===== config.mk =====
export PLATFORM = sky130hd
export DESIGN_NAME = mem_port_arbiter
export DESIGN_NICKNAME = d
export VERILOG_FILES = /design/src/rtl/mem_arb_pkg.sv /design/src/rtl/mem_arb_fairness.sv /design/src/rtl/mem_port_arbiter.sv
export SDC_FILE = /design/constraint.sdc
export NUM_CORES = 1
export LEC_CHECK = 0
export CAP_MARGIN = 30
export CORE_MARGIN = 1
export CORE_UTILIZATION = 45
export DETAILED_ROUTE_END_ITERATION = 16
export GPL_TIMING_DRIVEN = 0
export PLACE_DENSITY = 0.9
export SETUP_SLACK_MARGIN = 0.5
export SLEW_MARGIN = 40
export SYNTH_ARGS = -nofsm -noshare
export SYNTH_HDL_FRONTEND = slang
export SYNTH_SLANG_ARGS = --single-unit

===== constraint.sdc =====
create_clock -name clk -period 2.9 [get_ports clk]
set_input_delay 0.725 -clock clk [delete_from_list [all_inputs] [get_ports clk]]
set_output_delay 0.725 -clock clk [all_outputs]
set_load 0.01 [all_outputs]

===== src/rtl/mem_arb_pkg.sv =====
// Shared types and defaults for the LPDDR2 word-port arbiter.
package mem_arb_pkg;

  // Requester-side word address width; the controller side is narrower.
  localparam int REQ_ADDR_W     = 30;

  localparam int ADDR_W_DEF     = 27;
  localparam int DATA_W_DEF     = 32;
  localparam int TIMEOUT_DEF    = 255;
  localparam int MAX_DBURST_DEF = 4;

  typedef enum logic [1:0] {
    IDLE    = 2'd0,
    ISSUE   = 2'd1,
    RD_WAIT = 2'd2,
    RESP    = 2'd3
  } state_t;

  typedef enum logic {
    GNT_IF = 1'b0,
    GNT_D  = 1'b1
  } grant_t;

  // True when any requester address bit above the controller width is set.
  function automatic logic addr_out_of_range(input logic [REQ_ADDR_W-1:0] addr,
                                             input int addr_w);
    logic oor;
    oor = 1'b0;
    for (int i = 0; i < REQ_ADDR_W; i++) begin
      if ((i >= addr_w) && addr[i]) begin
        oor = 1'b1;
      end
    end
    return oor;
  endfunction

endpackage


===== src/rtl/mem_arb_fairness.sv =====
// Grant decision between fetch and load/store with a bounded starvation
// counter: data normally wins, but fetch is forced through after
// MAX_DBURST consecutive data grants that it had to wait behind.
module mem_arb_fairness
  import mem_arb_pkg::*;
#(
  parameter int MAX_DBURST = MAX_DBURST_DEF
) (
  input  logic clk,
  input  logic rst,
  input  logic if_req,
  input  logic d_req,
  input  logic idle,
  output logic grant
);

  localparam int                CNT_W   = $clog2(MAX_DBURST + 1);
  localparam logic [CNT_W-1:0]  CNT_MAX = CNT_W'(MAX_DBURST);

  logic [CNT_W-1:0] dburst_cnt;
  logic             fetch_starved;

  assign fetch_starved = (dburst_cnt >= CNT_MAX);

  // Combinational grant; only consumed by the top while it sits in IDLE.
  always_comb begin
    grant = GNT_D;
    if (if_req && (!d_req || fetch_starved)) begin
      grant = GNT_IF;
    end
  end

  // Count data grants taken while fetch was waiting; saturate, never wrap.
  always_ff @(posedge clk or negedge rst) begin
    if (!rst) begin
      dburst_cnt <= '0;
    end else if (idle) begin
      if (!if_req || (grant == GNT_IF)) begin
        dburst_cnt <= '0;
      end else if (d_req && !fetch_starved) begin
        dburst_cnt <= dburst_cnt + 1'b1;
      end
    end
  end

endmodule


===== src/rtl/mem_port_arbiter.sv =====
// Serialises fetch and load/store traffic onto the single LPDDR2 word port.
// One transaction in flight at a time; out-of-range addresses and stalled
// reads are completed locally with an error pulse alongside the ack.
module mem_port_arbiter
  import mem_arb_pkg::*;
#(
  parameter int ADDR_W     = ADDR_W_DEF,
  parameter int DATA_W     = DATA_W_DEF,
  parameter int TIMEOUT    = TIMEOUT_DEF,
  parameter int MAX_DBURST = MAX_DBURST_DEF
) (
  input  logic                  clk,
  input  logic                  rst,
  input  logic                  if_req,
  input  logic [REQ_ADDR_W-1:0] if_addr,
  output logic                  if_ack,
  output logic [DATA_W-1:0]     if_rdata,
  input  logic                  d_req,
  input  logic                  d_we,
  input  logic [REQ_ADDR_W-1:0] d_addr,
  input  logic [DATA_W-1:0]     d_wdata,
  output logic                  d_ack,
  output logic [DATA_W-1:0]     d_rdata,
  output logic [ADDR_W-1:0]     lpddr2_address,
  output logic [DATA_W-1:0]     lpddr2_write_data,
  input  logic [DATA_W-1:0]     lpddr2_read_data,
  output logic                  lpddr2_rreq,
  output logic                  lpddr2_wreq,
  input  logic                  lpddr2_wait,
  input  logic                  lpddr2_rvalid,
  output logic                  err_range,
  output logic                  err_timeout,
  output logic                  busy
);

  localparam int               TMO_W     = $clog2(TIMEOUT + 1);
  localparam logic [TMO_W-1:0] TMO_LIMIT = TMO_W'(TIMEOUT);

  state_t                  state;
  logic                    fair_gnt;
  grant_t                  gnt_sel;
  grant_t                  gnt_q;
  logic                    any_req;
  logic [REQ_ADDR_W-1:0]   sel_addr;
  logic                    sel_we;
  logic [DATA_W-1:0]       sel_wdata;
  logic                    sel_oor;
  logic                    we_q;
  logic [DATA_W-1:0]       rdata_q;
  logic                    rng_q;
  logic                    tmo_q;
  logic [TMO_W-1:0]        tmo_cnt;
  logic                    in_flight;
  logic                    tmo_hit;
  logic                    accept;

  mem_arb_fairness #(
    .MAX_DBURST (MAX_DBURST)
  ) u_fairness (
    .clk    (clk),
    .rst    (rst),
    .if_req (if_req),
    .d_req  (d_req),
    .idle   (state == IDLE),
    .grant  (fair_gnt)
  );

  assign any_req   = if_req | d_req;
  assign gnt_sel   = grant_t'(fair_gnt);
  assign sel_oor   = addr_out_of_range(sel_addr, ADDR_W);
  assign in_flight = (state == ISSUE) || (state == RD_WAIT);
  assign tmo_hit   = in_flight && (tmo_cnt == TMO_LIMIT);
  assign accept    = (state == ISSUE) && !lpddr2_wait;
  assign busy      = (state != IDLE);

  // Steer the winning requester's address, direction and write data.
  always_comb begin
    sel_addr  = d_addr;
    sel_we    = d_we;
    sel_wdata = d_wdata;
    if (gnt_sel == GNT_IF) begin
      sel_addr  = if_addr;
      sel_we    = 1'b0;
      sel_wdata = '0;
    end
  end

  // Main FSM: latch the grant in IDLE, drive the controller request, collect read data.
  always_ff @(posedge clk or negedge rst) begin
    if (!rst) begin
      state             <= IDLE;
      gnt_q             <= GNT_IF;
      we_q              <= 1'b0;
      lpddr2_address    <= '0;
      lpddr2_write_data <= '0;
      lpddr2_rreq       <= 1'b0;
      lpddr2_wreq       <= 1'b0;
      rdata_q           <= '0;
      rng_q             <= 1'b0;
      tmo_q             <= 1'b0;
    end else begin
      case (state)
        IDLE: begin
          if (any_req) begin
            gnt_q             <= gnt_sel;
            we_q              <= sel_we;
            lpddr2_address    <= sel_addr[ADDR_W-1:0];
            lpddr2_write_data <= sel_wdata;
            rdata_q           <= '0;
            tmo_q             <= 1'b0;
            if (sel_oor) begin
              // Never reaches the controller; a write is simply dropped.
              rng_q <= 1'b1;
              state <= RESP;
            end else begin
              rng_q       <= 1'b0;
              lpddr2_rreq <= !sel_we;
              lpddr2_wreq <= sel_we;
              state       <= ISSUE;
            end
          end
        end
        ISSUE: begin
          if (tmo_hit) begin
            lpddr2_rreq <= 1'b0;
            lpddr2_wreq <= 1'b0;
            tmo_q       <= 1'b1;
            state       <= RESP;
          end else if (accept) begin
            lpddr2_rreq <= 1'b0;
            lpddr2_wreq <= 1'b0;
            state       <= we_q ? RESP : RD_WAIT;
          end
        end
        RD_WAIT: begin
          if (tmo_hit) begin
            tmo_q <= 1'b1;
            state <= RESP;
          end else if (lpddr2_rvalid) begin
            rdata_q <= lpddr2_read_data;
            state   <= RESP;
          end
        end
        RESP: begin
          state <= IDLE;
        end
        default: begin
          state <= IDLE;
        end
      endcase
    end
  end

  // Cycles spent waiting on the controller; cleared whenever nothing is outstanding.
  always_ff @(posedge clk or negedge rst) begin
    if (!rst) begin
      tmo_cnt <= '0;
    end else if (in_flight) begin
      if (!tmo_hit) begin
        tmo_cnt <= tmo_cnt + 1'b1;
      end
    end else begin
      tmo_cnt <= '0;
    end
  end

  // Ack, read data and error pulses, all issued together on leaving RESP.
  always_ff @(posedge clk or negedge rst) begin
    if (!rst) begin
      if_ack      <= 1'b0;
      d_ack       <= 1'b0;
      if_rdata    <= '0;
      d_rdata     <= '0;
      err_range   <= 1'b0;
      err_timeout <= 1'b0;
    end else begin
      if_ack      <= 1'b0;
      d_ack       <= 1'b0;
      err_range   <= 1'b0;
      err_timeout <= 1'b0;
      if (state == RESP) begin
        err_range   <= rng_q;
        err_timeout <= tmo_q;
        if (gnt_q == GNT_IF) begin
          if_ack   <= 1'b1;
          if_rdata <= rdata_q;
        end else begin
          d_ack   <= 1'b1;
          d_rdata <= rdata_q;
        end
      end
    end
  end

endmodule

* Yosys cells after proc, flatten, opt, wreduce, memory -nomap -nowiden
Index checks and enable logic that the tools add are counted. W data, S select, Z words.
Word-level totals: logic and storage cells 103, memory bits (read-only) 0, latch bits 0, bits in writable memories 0, input port bits 131, output and inout bits 130, memories kept 0, register bits 178
Cells by class: shifts and indexed selects 0, magnitude comparators 1, divide/modulo/power cells 0, reduce and logical (&&, ||, !) cells 27, bitwise operators 2, multipliers 0, add/sub/neg operators 2, mux-type cells 41, equal/unequal tests 12
Operator list (count):
- $mux W32 | 4
- $pmux W32 S2 | 1
- $mux W30 | 1
- $mux W1 | 21
- $mux W8 | 2
- $mux W2 | 6
- $ne A2 B2 Y1 const B | 5
- $reduce_bool A2 Y1 | 5
- $add A8 B1 Y8 const B | 1
- $eq A8 B8 Y1 const B | 1
- $pmux W2 S4 | 1
- $reduce_and A2 Y1 | 4
- $reduce_and A4 Y1 | 2
- $mux W3 | 2
- $ne A3 B3 Y1 const B | 2
- $pmux W1 S2 | 3
- $reduce_and A3 Y1 | 2
- $logic_not A1 Y1 | 5
- $eq A2 B2 Y1 const B | 2
- $logic_and A1 B1 Y1 | 4
- $add A3 B1 Y3 const B | 1
- $ge A3 B3 Y1 const B | 1
- $logic_or A1 B1 Y1 | 3
- $eq A2 B1 Y1 const B | 1
- other kinds (5) | 5

* Depth between registers and ports, before layout
Gate-level depths: netlist of the first run.
depth in word-level cells 10, gate-level depth with buffers 9, depth with buffers taken out 6

* By module
From an unflattened synthesis of the first run, not the netlist that was laid out.
Unflattened totals: cell total of the unflattened synthesis 645, area, all modules 7335.8 µm²
Modules (own cells, without submodules):
- mem_port_arbiter | area an instance 7181.9 µm², instances 1, cells each 632, sequential area each 4379.2 µm²
- mem_arb_fairness | area an instance 153.9 µm², instances 1, cells each 13, sequential area each 75.1 µm²

* Least setup slack after synthesis of the first run
No wires, ideal clock.
path type input port to flip-flop, start input port if_req, end register rdata_q[2], cell stages on the path 8, buffers on the path 4, arrival 1.894 ns, required time 2.778 ns, path slack 0.884 ns, setup time 0.122 ns, cells stage by stage buf_2 > or3b_1 > clkbuf_1 > o2111a_1 > buf_4 > buf_4 > nand2_1 > o21ai_1
Between the ends: word-level cells in the longest chain between the ends 3
RTL lines:
- start: declaration | line mem_port_arbiter.sv:14 | input logic if_req,
- $or A1 B1 Y1 | line mem_port_arbiter.sv:68 | assign any_req = if_req | d_req;
- $ne A2 B2 Y1 (no source line)
- $reduce_and A4 Y1 (no source line)
- end signal: assignment | line mem_port_arbiter.sv:140 | rdata_q <= lpddr2_read_data;
- end: declaration | line mem_port_arbiter.sv:49 | logic [DATA_W-1:0] rdata_q;
No other way between the ends. A chain may end at the register's enable or synchronous reset.

* Final worst setup path of the first run
start register state[0], end output port busy
Between the ends: word-level cells in the longest chain between the ends 1
RTL lines:
- start: declaration | line mem_port_arbiter.sv:39 | state_t state;
- start signal: assignment | line mem_port_arbiter.sv:132 | state <= we_q ? RESP : RD_WAIT;
- $reduce_bool A2 Y1 | line mem_port_arbiter.sv:74 | assign busy = (state != IDLE);
- end: declaration | line mem_port_arbiter.sv:33 | output logic busy
No other way between the ends.

==> flow_summary_export.csv, run 1 <==
group,metric,value,unit
cts,clk_path_buf_depth,2,
sta,hold_viol,0,
global_routing,grt_antenna_before_repair,0,
sta,setup_ws,0.595,ns
yosys,synth_cells,582,
yosys,synth-edff-count,0,
sta,period_minus_slack,2.30,ns
global_routing,grt_busiest_layer,"met2",
yosys,syn_avg_cell_area,12.3,um2
worst_setup_path,cp-start-kind,"flop",
placed_design,place_ws,0.130,ns
final_layout,drive_gt1_frac,0.142,
yosys,synth_adder_area_share,0.0105,
power_and_ir_drop,clockPowerShare,0.206,
routing,drc,0,
sta,tightest_slew,0.629,ns
yosys,synth_area_leaders,"dfrtp_1, mux2_2, nand2_1",
yosys,yosysSeqAreaShare,0.623,
sta,fin_skew,0.00797,ns
worst_setup_path,cp.arrival,1.58,ns
power_and_ir_drop,power_density,1020,mW/mm2
floorplan,io_pins,261,
yosys,synth_top_family_by_area,"multiplexers",
cts,htreeDepth,4,
cts,hold_buffers,0,
sta,rsz0062_at_grt,"false",
yosys,synthDistinctLibCells,43,
floorplan,dieArea,0.0164,mm2
power_and_ir_drop,combPwrFrac,0.418,
yosys,ys_async_sr_fraction,1.00,
routing,detail-route-antenna-nets,0,
cts,root_buffer,"clkbuf_16",
power_and_ir_drop,max-vdd-ir-drop,0.512,mV
sta,maxSlewHeadroom,0.580,
worst_setup_path,crit_type,"flop to output pin",
cts,clock-sinks,178,
hold_path,hp-class,"primary input to async pin",
yosys,syn-num-nets,719,
power_and_ir_drop,p_seq_frac,0.376,
cts,cts_buffers,17,
yosys,synth_area,0.00715,mm2
sta,max_freq,0.434,GHz
worst_setup_path,critPathMaxFanout,9,
global_routing,grt_pass1_vias,5762,
final_layout,final_core_util,0.694,
placed_design,portBuffers,259,
global_routing,grt_use_met2,0.404,
job,drv_cap,0,
power_and_ir_drop,p_int,0.00730,W
global_routing,use_met3,0.0451,
power_and_ir_drop,switching_share,0.331,
routing,vias,5624,
worst_setup_path,cp-end-kind,"output pin",
routing,drt-total-wl,18400,um
routing,wire_per_inst,16.9,um
yosys,synth_xor_area_frac,0.00245,
placed_design,dpl.hpwl,13100,um
global_routing,use_met1,0.296,
final_layout,area_growth,49.2,%
routing,viasPerCell,5.17,
sta,setup_viol,0,
routing,first_iter_violations,265,
global_routing,overflow,0,
sta,drv_slew,0,
worst_setup_path,cp.required,2.17,ns
yosys,synth_compound_area_frac,0.112,
yosys,synth-seq-cells,178,
power_and_ir_drop,p_leak,4.84,nW
cts,clk_latency,0.42,ns
final_layout,nFillCells,1100,
cts,cts_tree,"built",
yosys,ys_warn_count,0,
floorplan,die_h,128,um
floorplan,start_util,0.465,
final_layout,final_nets,1000,
final_layout,n_antenna_cell,0,
yosys,synth.area.mux_share,0.142,
floorplan,fp.dieW,128,um
routing,first_pass_iters,6,
yosys,yosys.area_share.simple,0.0791,
status,status,"complete, no violations",
yosys,synthFlopType,"dfrtp_1",
global_routing,grt_usage,0.234,
power_and_ir_drop,switchingPower,0.00361,W
sta,fin_crit_sh,0.795,
placed_design,gp_congestion,0.822,
cts,clk_pin_slew,0.07,ns
floorplan,placementRows,45,
yosys,synth_top_area_frac,0.623,
global_routing,grt_pass1_wl,29600,um
sta,fin_setup_tns,0,ns
global_routing,grt_max_degree,66,
floorplan,core_area,0.0154,mm2
yosys,synth_top_cell_by_area,"dfrtp_1",
## what timing repair did
| item | CTS | global route |
|---|---|---|
| setup buffers | 0 | 1 |
| pin swaps | 0 | 1 |
| gates resized for setup | 3 | 6 |
| endpoints found under the setup margin | 1 | 20 |
## kinds of logic after synthesis
logic type | Yosys count
AND/OR/NAND/NOR | 133
flip-flops | 178
AO/OA/AOI/OAI | 125
adder cells (fa/ha/maj) | 6
buffers and inverters | 45
XOR/XNOR | 2
multiplexers | 93
## power groups by stage
stage | sequential [W] | combinational (W) | clock (W)
2_1_floorplan | 0.00441 | 0.00181 | 0
3_3_place_gp | 0.00409 | 0.00441 | 0
3_5_place_dp | 0.00412 | 0.00454 | 0
4_1_cts | 0.00410 | 0.00458 | 0.00229
5_1_grt | 0.00424 | 0.00492 | 0.00237
6_report | 0.00410 | 0.00456 | 0.00225
## registers in the layout (all words and copies together), names as in the netlist, 2 cells and up
register	flops
u_fairness.dburst_cnt	3
tmo_cnt	8
rdata_q	32
lpddr2_address	27
if_rdata	32
d_rdata	32
state	2
lpddr2_write_data	32
## through the flow
| stage | cells | hold slack (ns) | instance area [um2] | power (W) |
|---|---|---|---|---|
| finish | 1087 | 0.210 | 10700 | 0.0109 |
| global route | 1087 | 0.235 | 10700 | 0.0115 |
| CTS | 1086 | 0.210 | 10600 | 0.0110 |
| detailed placement | 1054 | 0.469 | 10100 | 0.00866 |
| global placement | 1052 | 0.459 | 10000 | 0.00849 |
| floorplan | 582 | 0.429 | 7150 | 0.00622 |
## worst max-delay path, stage by stage (launching register included)
cell and delay (ns):
dfrtp_1 0.43, inv_1 0.10, ha_2 0.25, inv_4 0.08
dlygate4sd2_1 0.29
## Yosys cell counts (all sizes together) (4+ instances only)
master,instances
nand3,4
a22o,35
o21ai,68
a31oi,6
inv,8
dfrtp,178
and2,4
a21oi,5
mux2i,28
clkbuf,11
mux2,65
nand2,100
ha,6
nor3,5
buf,25
nor2,6
## routing by layer
| layer | share of wire | vias to the layer above |
|---|---|---|
| met5 | 0 | - |
| met4 | 0.013 | 0 |
| met3 | 0.058 | 22 |
| met2 | 0.51 | 219 |
| met1 | 0.42 | 2775 |
| li1 | - | 2608 |
## path summary, 6_finish.rpt
kind                       depth (start not counted)               endpoint  slack [ns]                from
min in group clk                                   2     lpddr2_address[19]        0.48  lpddr2_address[19]
min                                                1            d_rdata[26]        0.21                 rst
max in group asynchronous                          3  lpddr2_write_data[23]        1.72                 rst
max reg2reg                                        9            rdata_q[23]        0.72            state[0]
max                                                4                   busy        0.60            state[0]
min reg2reg                                        2     lpddr2_address[19]        0.48  lpddr2_address[19]
## placed cells by master, fill, tap and decap left out, types with 5 or more instances in the layout
cell type        Yosys  layout
nor3_1               5       5
mux2_2              65      65
nand2_1             99      99
buf_2               11      11
clkdlybuf4s50_1      0     257
buf_1                7       7
a22o_1              35      35
nor2_1               6       6
clkbuf_16            0      17
mux2i_1             28      28
o21ai_1             34      34
a31oi_1              6       6
dfrtp_1            178     178
buf_4                4       5
clkbuf_1            11      10
ha_1                 6       5
inv_1                8       8
o21ai_0             34      34
## final cells by class
class | count | area, um2 | share of cell area
flip-flops and latches | 178 | 4450 | 0.418
repair buffers | 262 | 2660 | 0.249
multi-input cells | 359 | 2480 | 0.233
clock buffers | 20 | 457 | 0.0428
well taps | 211 | 264 | 0.0248
plain buffers | 36 | 189 | 0.0177
clock inverters | 12 | 123 | 0.0115
inverters | 9 | 36.3 | 0.00340
Note: power is estimated with default switching activity, not from simulation.
==> run 2, diff against run 1 <==
--- a/config.mk
+++ b/config.mk
@@ -7,10 +7,10 @@
 export LEC_CHECK = 0
 export CAP_MARGIN = 30
 export CORE_MARGIN = 1
-export CORE_UTILIZATION = 45
+export CORE_UTILIZATION = 40
 export DETAILED_ROUTE_END_ITERATION = 16
 export GPL_TIMING_DRIVEN = 0
-export PLACE_DENSITY = 0.9
+export PLACE_DENSITY = 0.85
 export SETUP_SLACK_MARGIN = 0.5
 export SLEW_MARGIN = 40
 export SYNTH_ARGS = -nofsm -noshare
==> constraint.sdc (replaced) <==
create_clock -name clk -period 2 [get_ports clk]
set_input_delay 0.5 -clock clk [delete_from_list [all_inputs] [get_ports clk]]
set_output_delay 0.5 -clock clk [all_outputs]
set_load 0.01 [all_outputs]
==> run 2 against run 1 <==
  * Clock skew up 0.0057 ns
  * Clock power up 59%
  * Die area up 12%
  * Total power up 70%
  * Largest cell class unchanged
  * Critical path depth up 5
  * Worst setup slack worse by 0.47 ns
  * Wire length up 28%
  * Core utilization up 0.37 points
  * Final area up 14%
  * Global-route usage down 0.11 points
  * Flip-flop and latch count unchanged
==> flow_summary_export.csv, run 2 (synthesis results as in run 1) <==
group,metric,value,unit
status,status,"complete, no violations",
routing,drt-total-wl,23500,um
sta,fin_crit_sh,0.936,
global_routing,grt_use_met2,0.411,
cts,clk_path_buf_depth,2,
final_layout,final_common_cell,"dfrtp_1",
cts,clock-sinks,178,
floorplan,dieArea,0.0184,mm2
final_layout,drive_gt1_frac,0.464,
worst_setup_path,cp.arrival,2.18,ns
final_layout,area_growth,69.3,%
final_layout,final_nets,1095,
placed_design,gp_congestion,0.797,
global_routing,use_met1,0.275,
power_and_ir_drop,power.total,0.0186,W
sta,rsz0062_at_grt,"true",
routing,vias,6181,
sta,maxSlewHeadroom,0.620,
cts,htreeDepth,4,
cts,root_buffer,"clkbuf_16",
routing,drc,0,
worst_setup_path,cp.required,2.31,ns
power_and_ir_drop,p_leak,5.99,nW
hold_path,hp-class,"flop to flop",
placed_design,dpl.hpwl,13700,um
global_routing,grt_max_degree,64,
global_routing,grt_pass1_wl,32600,um
floorplan,fp.dieW,136,um
floorplan,placementRows,48,
sta,hold_viol,0,
power_and_ir_drop,power_density,1530,mW/mm2
final_layout,final_core_util,0.697,
floorplan,die_h,136,um
cts,clk_latency,0.43,ns
global_routing,grt_pass1_vias,6204,
floorplan,io_pins,261,
global_routing,grt_antenna_before_repair,0,
sta,tightest_slew,0.565,ns
sta,setup_viol,0,
cts,clk_pin_slew,0.07,ns
cts,cts_buffers,17,
global_routing,use_met3,0.0565,
sta,period_minus_slack,1.87,ns
global_routing,grt_usage,0.233,
floorplan,start_util,0.412,
final_layout,layout_common_cells,"dfrtp_1, buf_2, clkdlybuf4s50_1, buf_4, nand2_1",
global_routing,grt_busiest_layer,"met2",
power_and_ir_drop,max-vdd-ir-drop,0.791,mV
sta,fin_skew,0.0137,ns
placed_design,portBuffers,259,
sta,max_freq,0.534,GHz
routing,wire_per_inst,19.6,um
worst_setup_path,cp-start-kind,"flop",
sta,drv_slew,0,
routing,detail-route-antenna-nets,0,
sta,whs,0.481,ns
worst_setup_path,crit_type,"flop to flop",
worst_setup_path,critPathMaxFanout,8,
routing,viasPerCell,5.17,
routing,first_iter_violations,286,
cts,cts_tree,"built",
routing,first_pass_iters,4,
floorplan,core_area,0.0174,mm2
job,drv_cap,0,
placed_design,place_area,0.0101,mm2
worst_setup_path,cp-end-kind,"flop",
final_layout,fin_area,0.0121,mm2
global_routing,overflow,0,
final_layout,nFillCells,1189,
final_layout,n_antenna_cell,0,
[run 2: where the power goes]
group / switching, W / internal (W)
Sequential: 0.000977 / 0.00509
Combinational: 0.00398 / 0.00493
Clock: 0.00144 / 0.00214
Total: 0.00640 / 0.0122
[run 2: area by class of cell]
| class | count | area, um2 | share of cell area |
|---|---|---|---|
| Buffer | 36 | 505 | 0.0418 |
| Clock buffer | 21 | 450 | 0.0372 |
| Clock inverter | 11 | 176 | 0.0146 |
| Inverter | 9 | 46.3 | 0.00383 |
| Multi-Input combinational cell | 360 | 3050 | 0.252 |
| Sequential cell | 178 | 4460 | 0.368 |
| Tap cell | 225 | 282 | 0.0233 |
| Timing Repair Buffer | 356 | 3140 | 0.259 |
[run 2: worst max-delay path, cell delays in order (launching register included)]
cell	delay (ns)
dfrtp_1	0.40
inv_2	0.08
ha_4	0.15
or3b_1	0.35
clkbuf_8	0.15
o2111a_2	0.17
buf_12	0.17
clkbuf_16	0.16
nand2_2	0.05
o21ai_1	0.06
[run 2: path summary, 6_finish.rpt]
kind	startpoint	end	slack [ns]	depth (start not counted)
max in group asynchronous	rst	tmo_cnt[0]	0.70	3
min	lpddr2_address[24]	lpddr2_address[24]	0.48	2
max reg2reg	state[0]	rdata_q[27]	0.13	9
min in group asynchronous	rst	d_rdata[14]	0.59	2
min reg2reg	lpddr2_address[24]	lpddr2_address[24]	0.48	2
max	state[0]	rdata_q[27]	0.13	9
[run 2: what timing repair did]
action                                 in CTS  in global routing
gates cloned                               10                 11
endpoints found under the hold margin       0                  3
pin swaps                                   6                 41
buffers inserted                           39                 35
setup endpoints to repair                 300                187
resized for setup                         606                212
hold buffers                                0                  1
[run 2: stage by stage]
| step | std cells | TNS (ns) | setup WS (ns) |
|---|---|---|---|
| final | 1196 | 0 | 0.129 |
| after global routing | 1196 | 0 | 0.0711 |
| after CTS | 1149 | 0 | 0.161 |
| after detailed placement | 1068 | -25.37 | -0.393 |
| after global placement | 1066 | -1225.22 | -6.78 |
| after floorplan | 582 | 0 | 0.265 |
[run 2: per-layer routing]
metal / wire, um / share of wire
met5: 0 / 0
met4: 483 / 0.021
met3: 1320 / 0.056
met2: 12300 / 0.52
met1: 9390 / 0.40
==> run 3, diff against run 2 <==
--- a/config.mk
+++ b/config.mk
@@ -6,7 +6,6 @@
 export NUM_CORES = 1
 export LEC_CHECK = 0
 export CAP_MARGIN = 30
-export CORE_MARGIN = 1
 export CORE_UTILIZATION = 40
 export DETAILED_ROUTE_END_ITERATION = 16
 export GPL_TIMING_DRIVEN = 0
==> results of run 3 <==
Same layout as run 2: the final DEF is identical, and so are final timing and power.
